==> src/rtl/div_ratio_ctrl.sv <==
// -----------------------------------------------------------------------------
// div_ratio_ctrl
//
// Glitch-free ratio switcher for a downstream clock divider. A new ratio is
// never applied while the divider is enabled. The enable is dropped only just
// after a falling edge of the fed-back divided clock, so the divider stops in
// its low phase. A forced switch happens if no falling edge arrives within
// TIMEOUT cycles. The enable then stays low for GAP cycles. The ratio is
// loaded next, and the requested enable is restored one cycle after that.
//
// Ports
//   clk         system clock, all logic on its rising edge
//   reset       asynchronous, active-high reset
//   cfg_valid   configuration request present
//   cfg_ratio   requested division ratio (values below 2 are rejected)
//   cfg_enable  requested divider enable after the switch
//   cfg_ready   request accepted on an edge where cfg_valid and cfg_ready are 1
//   div_clk     divided clock fed back from the divider (synchronous to clk)
//   o_div_ratio ratio driven to the divider
//   o_enable    enable driven to the divider
//   o_busy      switch sequence in progress (~cfg_ready)
//   o_err       one-cycle pulse on a rejected request or a drain timeout
//   dbg_state   current controller state, for observation only
//
// Handshake: a request transfers on a rising clk edge where cfg_valid and
// cfg_ready are both 1. cfg_ready depends only on the controller state and
// never on cfg_valid. cfg_valid seen while cfg_ready is 0 is ignored and
// has no effect.
// -----------------------------------------------------------------------------
module div_ratio_ctrl #(
    parameter int WIDTH   = 8,
    parameter int GAP     = 2,
    parameter int TIMEOUT = 512
) (
    input  logic             clk,
    input  logic             reset,
    input  logic             cfg_valid,
    input  logic [WIDTH-1:0] cfg_ratio,
    input  logic             cfg_enable,
    output logic             cfg_ready,
    input  logic             div_clk,
    output logic [WIDTH-1:0] o_div_ratio,
    output logic             o_enable,
    output logic             o_busy,
    output logic             o_err,
    output logic [2:0]       dbg_state
);

    localparam int TW = $clog2(TIMEOUT + 1);
    localparam int GW = $clog2(GAP + 1);

    localparam logic [TW-1:0]    TO_LAST     = TW'(TIMEOUT - 1);
    localparam logic [GW-1:0]    GAP_LAST    = GW'(GAP - 1);
    localparam logic [WIDTH-1:0] RESET_RATIO = WIDTH'(2);

    typedef enum logic [2:0] {
        ST_IDLE  = 3'd0,
        ST_RUN   = 3'd1,
        ST_DRAIN = 3'd2,
        ST_GAP   = 3'd3,
        ST_LOAD  = 3'd4
    } state_t;

    state_t           state_q, state_d;
    logic [WIDTH-1:0] ratio_d;
    logic             enable_d;
    logic             err_d;
    logic [WIDTH-1:0] pend_ratio_q, pend_ratio_d;
    logic             pend_en_q, pend_en_d;
    logic [TW-1:0]    to_cnt_q, to_cnt_d;
    logic [GW-1:0]    gap_cnt_q, gap_cnt_d;
    logic             div_clk_q;

    logic accept;
    logic ratio_ok;
    logic div_fall;

    assign cfg_ready = (state_q == ST_IDLE) || (state_q == ST_RUN);
    assign o_busy    = ~cfg_ready;
    assign dbg_state = state_q;

    assign accept   = cfg_valid & cfg_ready;
    assign ratio_ok = cfg_ratio > WIDTH'(1);
    // div_clk_q holds the previous sample and div_clk is the current one.
    assign div_fall = div_clk_q & ~div_clk;

    always_comb begin
        state_d      = state_q;
        ratio_d      = o_div_ratio;
        enable_d     = o_enable;
        err_d        = 1'b0;
        pend_ratio_d = pend_ratio_q;
        pend_en_d    = pend_en_q;
        to_cnt_d     = to_cnt_q;
        gap_cnt_d    = gap_cnt_q;

        // Requests are only accepted in IDLE and RUN.
        if (accept) begin
            if (!ratio_ok) begin
                err_d = 1'b1;
            end else begin
                pend_ratio_d = cfg_ratio;
                pend_en_d    = cfg_enable;
                if (state_q == ST_IDLE) begin
                    // The divider is already stopped, so the ratio can be
                    // applied immediately.
                    state_d = ST_LOAD;
                    ratio_d = cfg_ratio;
                end else if (!((cfg_ratio == o_div_ratio) && cfg_enable)) begin
                    // Same ratio with enable kept on needs no stop at all.
                    state_d  = ST_DRAIN;
                    to_cnt_d = '0;
                end
            end
        end

        case (state_q)
            ST_DRAIN: begin
                if (div_fall || (to_cnt_q == TO_LAST)) begin
                    enable_d  = 1'b0;
                    state_d   = ST_GAP;
                    gap_cnt_d = '0;
                    err_d     = ~div_fall;
                end else begin
                    to_cnt_d = to_cnt_q + TW'(1);
                end
            end
            ST_GAP: begin
                if (gap_cnt_q == GAP_LAST) begin
                    // The enable is low here, so changing the ratio is safe.
                    state_d = ST_LOAD;
                    ratio_d = pend_ratio_q;
                end else begin
                    gap_cnt_d = gap_cnt_q + GW'(1);
                end
            end
            ST_LOAD: begin
                enable_d = pend_en_q;
                state_d  = pend_en_q ? ST_RUN : ST_IDLE;
            end
            default: ;
        endcase
    end

    always_ff @(posedge clk or posedge reset) begin
        if (reset) begin
            state_q      <= ST_IDLE;
            o_div_ratio  <= RESET_RATIO;
            o_enable     <= 1'b0;
            o_err        <= 1'b0;
            pend_ratio_q <= '0;
            pend_en_q    <= 1'b0;
            to_cnt_q     <= '0;
            gap_cnt_q    <= '0;
            div_clk_q    <= 1'b0;
        end else begin
            state_q      <= state_d;
            o_div_ratio  <= ratio_d;
            o_enable     <= enable_d;
            o_err        <= err_d;
            pend_ratio_q <= pend_ratio_d;
            pend_en_q    <= pend_en_d;
            to_cnt_q     <= to_cnt_d;
            gap_cnt_q    <= gap_cnt_d;
            div_clk_q    <= div_clk;
        end
    end

endmodule
==> config.mk <==
export PLATFORM = sky130hd
export DESIGN_NAME = div_ratio_ctrl
export DESIGN_NICKNAME = d
export VERILOG_FILES = /design/src/rtl/div_ratio_ctrl.sv
export SDC_FILE = /design/constraint.sdc
export NUM_CORES = 1
export LEC_CHECK = 0
export CORE_UTILIZATION = 25
export DETAILED_ROUTE_END_ITERATION = 10
export GPL_TIMING_DRIVEN = 0
export HOLD_SLACK_MARGIN = 0.12
export RECOVER_POWER = 50
export SKIP_CTS_REPAIR_TIMING = 1
export SYNTH_ARGS = -nofsm -noshare
export SYNTH_HDL_FRONTEND = slang
export SYNTH_SLANG_ARGS = --single-unit
==> constraint.sdc <==
create_clock -name clk -period 5.6 [get_ports clk]
set_input_delay 0.84 -clock clk [delete_from_list [all_inputs] [get_ports clk]]
set_output_delay 0.84 -clock clk [all_outputs]
set_load 0.1 [all_outputs]
==> summary.md, run 1 <==
| Metric | Value |
|---|---|
| Remaining antenna violation count after routing | 0 |
| Synth warnings | 0 |
| Maximum capacitance violations | 0 |
| Int Pwr | 0.682 mW |
| Slew HR | 0.132 |
| Critical path class | reg -> out |
| Clk Latency, worst-skew pair | 0.28 ns |
| Hold Crit Depth | 2 |
| Num rows | 30 |
| Pwr/cell area | about 620 nW/um2 |
| Startpoint class of the critical path | flop |
| Gpl congestion | between 0.7 and 0.8 |
| Clock power share | 0.131 |
| Final Net Count | 219 |
| CTS buffer count | 5 |
| R2r startpoint | dbg_state[2]$_DFF_PP0_ |
| Setup violations, final | 0 |
| CTS max path bufs | 2 |
| Die ar. | around 7400 um2 |
| RSZ-0062 raised after global routing | false |
| R2R Setup Slk | 3.63 ns |
| Wire length per cell | around 12 um |
| First-pass iteration count of the detailed router | 4 |
| Final wirelength | 3.66 mm |
| Largest net degree at the start of global routing | 36 |
| Final period util | 0.542 |
| Hold_sp | pend_ratio_q[0]$_DFFE_PP0P_ |
| Hold Path End | o_div_ratio[0]$_DFF_PP0_ |
| Syn Inst Count | between 150 and 200 |
| Synth cell types | 41 |
| Grt total ovfl | 0 |
| H-tree levels | 2 |
| Fraction of layout instances using a drive strength above 1 | 0.132 |
| Min Tclk post-route | 3.04 ns |
| TritonCTS clock tree | yes |
| Die height | 86.3 um |
| ANT cells | 0 |
| CP required | 4.76 ns |
| Initial DRC count | 83 |
| Comb power frac | 0.557 |
| Outcome | finished, final reports clean |
| Die Wd | about 86 um |
| Worst path bufs/invs | 1 |
| First-pass GRT wire length | 6.64 mm |
| Post-synth EDFFs | 0 |
| Switching pwr | 0.709 mW |
| I/O Pins | 28 |
| Residual DRC | 0 |
| Commonest cells after routing, fill and taps aside | dfrtp_1 (34), clkdlybuf4s50_1 (24), nand2_1 (18) |
| Async S/R FF share, synth | 1.00 |
| Net Sw Frac | 0.510 |
| Post-Syn Area | 1780 um2 |
| R2R cell count | 4 |
| # clock sinks | 35 |
| Clock Skews | 0.00700 ns |
| Max Fclk | 0.329 GHz |
| CP max-delay cell | clkdlybuf4s50_1 |
| Hold Path Class | reg -> reg |
| Multi-input logic area | around 850 um2 |
| Main synth FF type | dfrtp_1 |
| Max-slew violations | 0 |
| Via density | 4.38 |
| P&R area growth vs syn | 26.9% |
| Critical Path Stages | 2 |
| Hpwl dp | 2.73 mm |
| Filler instances | 738 |
| CP endpoint kind | primary output |
| Max incr delay on CP | 1.18 ns |
| Most common cell after layout, fill and taps aside | dfrtp_1 |
| DR vias | 1315 |
| Reg clk slew, reported paths | about 0.070 ns |
| Clock root cell | clkbuf_8 |
| Core area | a little under 7000 um2 |
| IO buf count | 27 |
| Post-synthesis register bit count | 35 |
| GRT Total Usage | 0.113 |
| Post-Route Setup TNS | 0 ns |
| CP cell instances | nor2_1, clkdlybuf4s50_1 |
| Initial antenna violation count | 0 |
| Number of global-route vias before repair | 1396 |
| Worst-Margin Slew | 1.30 ns |
| Delay-heaviest family, CP | buffers and inverters |
| Starting Density | 0.260 |
| Syn avg cell area | roughly 10 um2 |
| Synth Net Count | 185 |
| CP arrival | ~2.2 ns |
| R2r endpoint | pend_ratio_q[5]$_DFFE_PP0P_ |
| Register area | 877 um2 |
| Peak supply drop | about 0.24 mV |
| Reg power frac | 0.312 |
| Worst Path Max Fanout | 9 |
| Final hold vios | 0 |
| Total design power | 1.39 mW |
| P_leak | 0.902 nW |
| Sequential-to-total area share from yosys stat | 0.494 |
[state kept, by name, indices dropped and copies added (netlist names)]
| name | count |
|---|---|
| dbg_state | 3 |
| div_clk_q | 1 |
| gap_cnt_q | 2 |
| o_div_ratio | 8 |
| o_enable | 1 |
| o_err | 1 |
| pend_en_q | 1 |
| pend_ratio_q | 8 |
| to_cnt_q | 10 |
[worst register-to-register path: cells and delay by family (launching register included)]
| family | cells | cell delay, ns |
|---|---|---|
| simple gates | 1 | 0.54 |
| mux | 1 | 0.37 |
| flops | 1 | 0.50 |
| buf+inv | 1 | 0.28 |
| compound gates | 1 | 0.17 |
[power by group through the flow]
stage	combinational [mW]	clock, mW	sequential, mW
after floorplan	0.306	0	0.730
after CTS	0.783	0.188	0.436
after detailed placement	0.782	0	0.439
after global routing	0.823	0.198	0.450
after global placement	0.770	0	0.436
final	0.776	0.182	0.434
[layer usage]
layer  part of all wire  track usage  vias to the layer above
met4             0.0060       0.0318                        0
met3              0.038       0.0324                        4
met2               0.46        0.179                       27
met5                  0            0                        -
met1               0.50        0.152                      619
li1                   -            -                      665
[Yosys cell counts, types with 2 or more instances]
library cell | instances | area [um2]
o22ai_1 | 3 | 18.8
nand2_1 | 18 | 67.6
mux2_2 | 9 | 101
mux2i_1 | 9 | 90.1
nor2b_1 | 3 | 18.8
ha_1 | 2 | 25.0
nor3b_1 | 2 | 15.0
clkbuf_1 | 2 | 7.51
nand3b_1 | 3 | 22.5
xnor2_1 | 12 | 105
nor2_1 | 12 | 45.0
inv_1 | 5 | 18.8
nand3_1 | 6 | 30.0
o21ai_0 | 15 | 75.1
o211ai_1 | 2 | 15.0
dfrtp_1 | 34 | 851
nor3_1 | 5 | 25.0
a21oi_1 | 3 | 15.0
buf_2 | 2 | 10.0
and3_1 | 2 | 12.5
[stage by stage]
| step | std cells | hold WS (ns) | util | cell area (um2) | setup WS [ns] |
|---|---|---|---|---|---|
| 3_3_place_gp | 293 | 0.457 | 0.317 | 2170 | 2.81 |
| 4_1_cts | 300 | 0.491 | 0.330 | 2250 | 2.56 |
| 3_5_place_dp | 293 | 0.463 | 0.317 | 2170 | 2.81 |
| 6_report | 300 | 0.488 | 0.330 | 2250 | 2.56 |
| 2_1_floorplan | 170 | 0.446 | - | 1780 | 1.52 |
| 5_1_grt | 300 | 0.533 | 0.330 | 2250 | 2.47 |
[kinds of logic (layout without fill, tap and decap cells)]
family	count (synthesis)	count (layout)	synth area share
AOI/OAI and AO/OA	30	30	0.101
muxes	18	18	0.108
buffers and inverters	10	44	0.0268
and+or+nand+nor	63	63	0.197
xor gates and xnor gates	12	12	0.0592
adders and majority gates	2	2	0.0141
DFF	35	35	0.494
[cell type report]
class	instances	share of cell area
buffer	5	0.0128
clock buffer	6	0.0366
clock inverter	1	0.00222
inverter	5	0.00833
multi-input combinational	125	0.378
sequential	35	0.389
tap	96	0.0533
timing repair buffer	27	0.120
[how the worst max path moves through the flow]
| stage | from | endpoint | slack (ns) |
|---|---|---|---|
| floorplan | dbg_state[2]$_DFF_PP0_ | o_busy | 1.52 |
| global placement | cfg_valid | pend_ratio_q[0]$_DFFE_PP0P_ | 2.81 |
| detailed placement | cfg_valid | pend_ratio_q[5]$_DFFE_PP0P_ | 2.81 |
| CTS | dbg_state[2]$_DFF_PP0_ | cfg_ready | 2.56 |
| global route | dbg_state[2]$_DFF_PP0_ | cfg_ready | 2.47 |
| finish | dbg_state[2]$_DFF_PP0_ | cfg_ready | 2.56 |
Note: power is estimated with default switching activity, not from simulation.
==> inputs of run 2 (changes only) <==
==> constraint.sdc (replaced) <==
create_clock -name clk -period 2.85 [get_ports clk]
set_input_delay 0.4275 -clock clk [delete_from_list [all_inputs] [get_ports clk]]
set_output_delay 0.4275 -clock clk [all_outputs]
set_load 0.1 [all_outputs]
==> summary.md, run 2 (synthesized netlist as in run 1, its figures left out) <==
| Metric | Value |
|---|---|
| First-pass GRT wire length | 6.76 mm (+1.7%) |
| CTS buffer count | 5 (unchanged) |
| R2R Setup Slk | 0.84 ns (-2.79 ns) |
| DR vias | 1396 (+6.2%) |
| Maximum capacitance violations | 0 (unchanged) |
| Die ar. | 7440 um2 (unchanged) |
| Total design power | 2.85 mW (+100%) |
| Die Wd | 86.3 um (unchanged) |
| Max Fclk | a little under 0.4 GHz |
| Final hold vios | 0 (unchanged) |
| Hpwl dp | 2.77 mm (+1.5%) |
| Via density | 4.64 (+5.8%) |
| Largest register by flop count | to_cnt_q |
| Reg clk slew, reported paths | 0.07 ns (about the same) |
| # clock sinks | 35 (unchanged) |
| H-tree levels | 2 (unchanged) |
| IO buf count | 27 (unchanged) |
| Utilization after layout | 0.335 (+0.00549) |
| Num rows | 30 (unchanged) |
| Most common cell after layout, fill and taps aside | dfrtp_1 |
| Setup violations, final | 0 (unchanged) |
| Final period util | 0.884 |
| Final wirelength | 3.83 mm (+4.7%) |
| Initial DRC count | 89 (+7.2%) |
| Clock Skews | 0.00521 ns (-0.00179 ns) |
| Flip-flop count of the largest register after layout | 10 (unchanged) |
| Multi-input logic area | 858 um2 (+0.88%) |
| Clock root cell | clkbuf_8 |
| First-pass iteration count of the detailed router | 4 (unchanged) |
| Initial antenna violation count | 0 (unchanged) |
| Core area | 6830 um2 (unchanged) |
| P_leak | 0.917 nW (+1.7%) |
| Fin cells | 301 (+0.33%) |
| Pwr/cell area | 1240 nW/um2 (+100%) |
| Slew HR | 0.116 (-0.0165) |
| Filler instances | 728 (-1.4%) |
| Fraction of layout instances using a drive strength above 1 | 0.141 (+0.00911) |
| Grt total ovfl | 0 (unchanged) |
| Post-Route Setup TNS | 0 ns (unchanged) |
| Placed cells | 293 (unchanged) |
| GRT Total Usage | 0.118 (+0.00488) |
| Max-slew violations | 0 (unchanged) |
| Startpoint class of the critical path | flop |
| Starting Density | 0.260 (unchanged) |
| CP arrival | 2.09 ns (-0.11 ns) |
| Largest net degree at the start of global routing | 36 (unchanged) |
| P&R area growth vs syn | 29.0% |
| Hold Path Class | reg -> reg |
| TritonCTS clock tree | yes |
| Peak supply drop | 0.705 mV (+190%) |
| Worst-Margin Slew | 1.32 ns (+0.0247 ns) |
| CP endpoint kind | primary output |
| Critical path class | reg -> out |
| Min Tclk post-route | 2.52 ns |
| Die height | 86.3 um (unchanged) |
| Clk Latency, worst-skew pair | 0.28 ns (about the same) |
| Worst Path Max Fanout | 9 (unchanged) |
| Commonest cells after routing, fill and taps aside | dfrtp_1 (34), clkdlybuf4s50_1 (24), nand2_1 (18) |
| Top flop regs | to_cnt_q x10, o_div_ratio x8, pend_ratio_q x8 |
| RSZ-0062 raised after global routing | false |
| Final Net Count | 219 (unchanged) |
| Remaining antenna violation count after routing | 0 (unchanged) |
| Register area | 877 um2 (unchanged) |
| ANT cells | 0 (unchanged) |
| CTS max path bufs | 2 (unchanged) |
| Wire length per cell | 12.7 um (+4.3%) |
| Gpl congestion | 0.718 (-3.7%) |
| Outcome | finished, final reports clean |
| CP required | 2.42 ns (-2.34 ns) |
| I/O Pins | 28 (unchanged) |
| Number of global-route vias before repair | 1421 (+1.8%) |
| Residual DRC | 0 (unchanged) |
run 2: cell count changes in the layout (fill, tap and decap cells not counted), sizes merged:
cell,delta
bufinv,+1
run 2: routing by layer:
metal / routed length [um] / vias to the layer above / part of all wire / global-route usage
li1: - / 669 / - / -
met1: 1810 / 689 / 0.47 / 0.154
met5: 0 / - / 0 / 0
met2: 1790 / 31 / 0.47 / 0.186
met4: 50 / 0 / 0.013 / 0.0455
met3: 184 / 7 / 0.048 / 0.0324
run 2: metrics by stage:
stage	cell area [um2]	hold slack, ns	worst slack, ns
after floorplan	1780	0.446	0.305
after global placement	2170	0.456	0.466
after detailed placement	2170	0.465	0.471
after CTS	2290	0.486	0.300
after global routing	2290	0.521	0.232
final	2290	0.482	0.331
run 2: final timing paths:
path / depth (start not counted) / start / endpoint
setup / recovery: 2 / dbg_state[2]$_DFF_PP0_ / cfg_ready
hold / removal: 2 / pend_ratio_q[0]$_DFFE_PP0P_ / o_div_ratio[0]$_DFF_PP0_
setup reg to reg: 5 / dbg_state[1]$_DFF_PP0_ / to_cnt_q[9]$_DFF_PP0_
hold reg to reg: 2 / pend_ratio_q[0]$_DFFE_PP0P_ / o_div_ratio[0]$_DFF_PP0_
max in group asynchronous: 2 / reset / o_div_ratio[5]$_DFF_PP0_
min in group asynchronous: 2 / reset / o_div_ratio[3]$_DFF_PP0_
run 2: where the power goes:
group          leakage, nW  internal [mW]  switching, mW
Combinational        0.420          0.464           1.07
Sequential           0.436          0.691          0.170
Clock               0.0612          0.283          0.179
Total                0.917           1.44           1.41
run 2: worst max-delay path, cell delays in order, from the launching register on:
cell             delay (ns)
dfrtp_1                0.51
nor2_4                 0.16
clkdlybuf4s50_1        1.14
run 2: layout make-up:
cell class,count,area share
clock inverters,2,0.0153
inverters,5,0.00819
multi-input cells,125,0.375
repair buffers,27,0.118
clock buffers,6,0.0360
well taps,96,0.0524
plain buffers,5,0.0126
flip-flops and latches,35,0.383
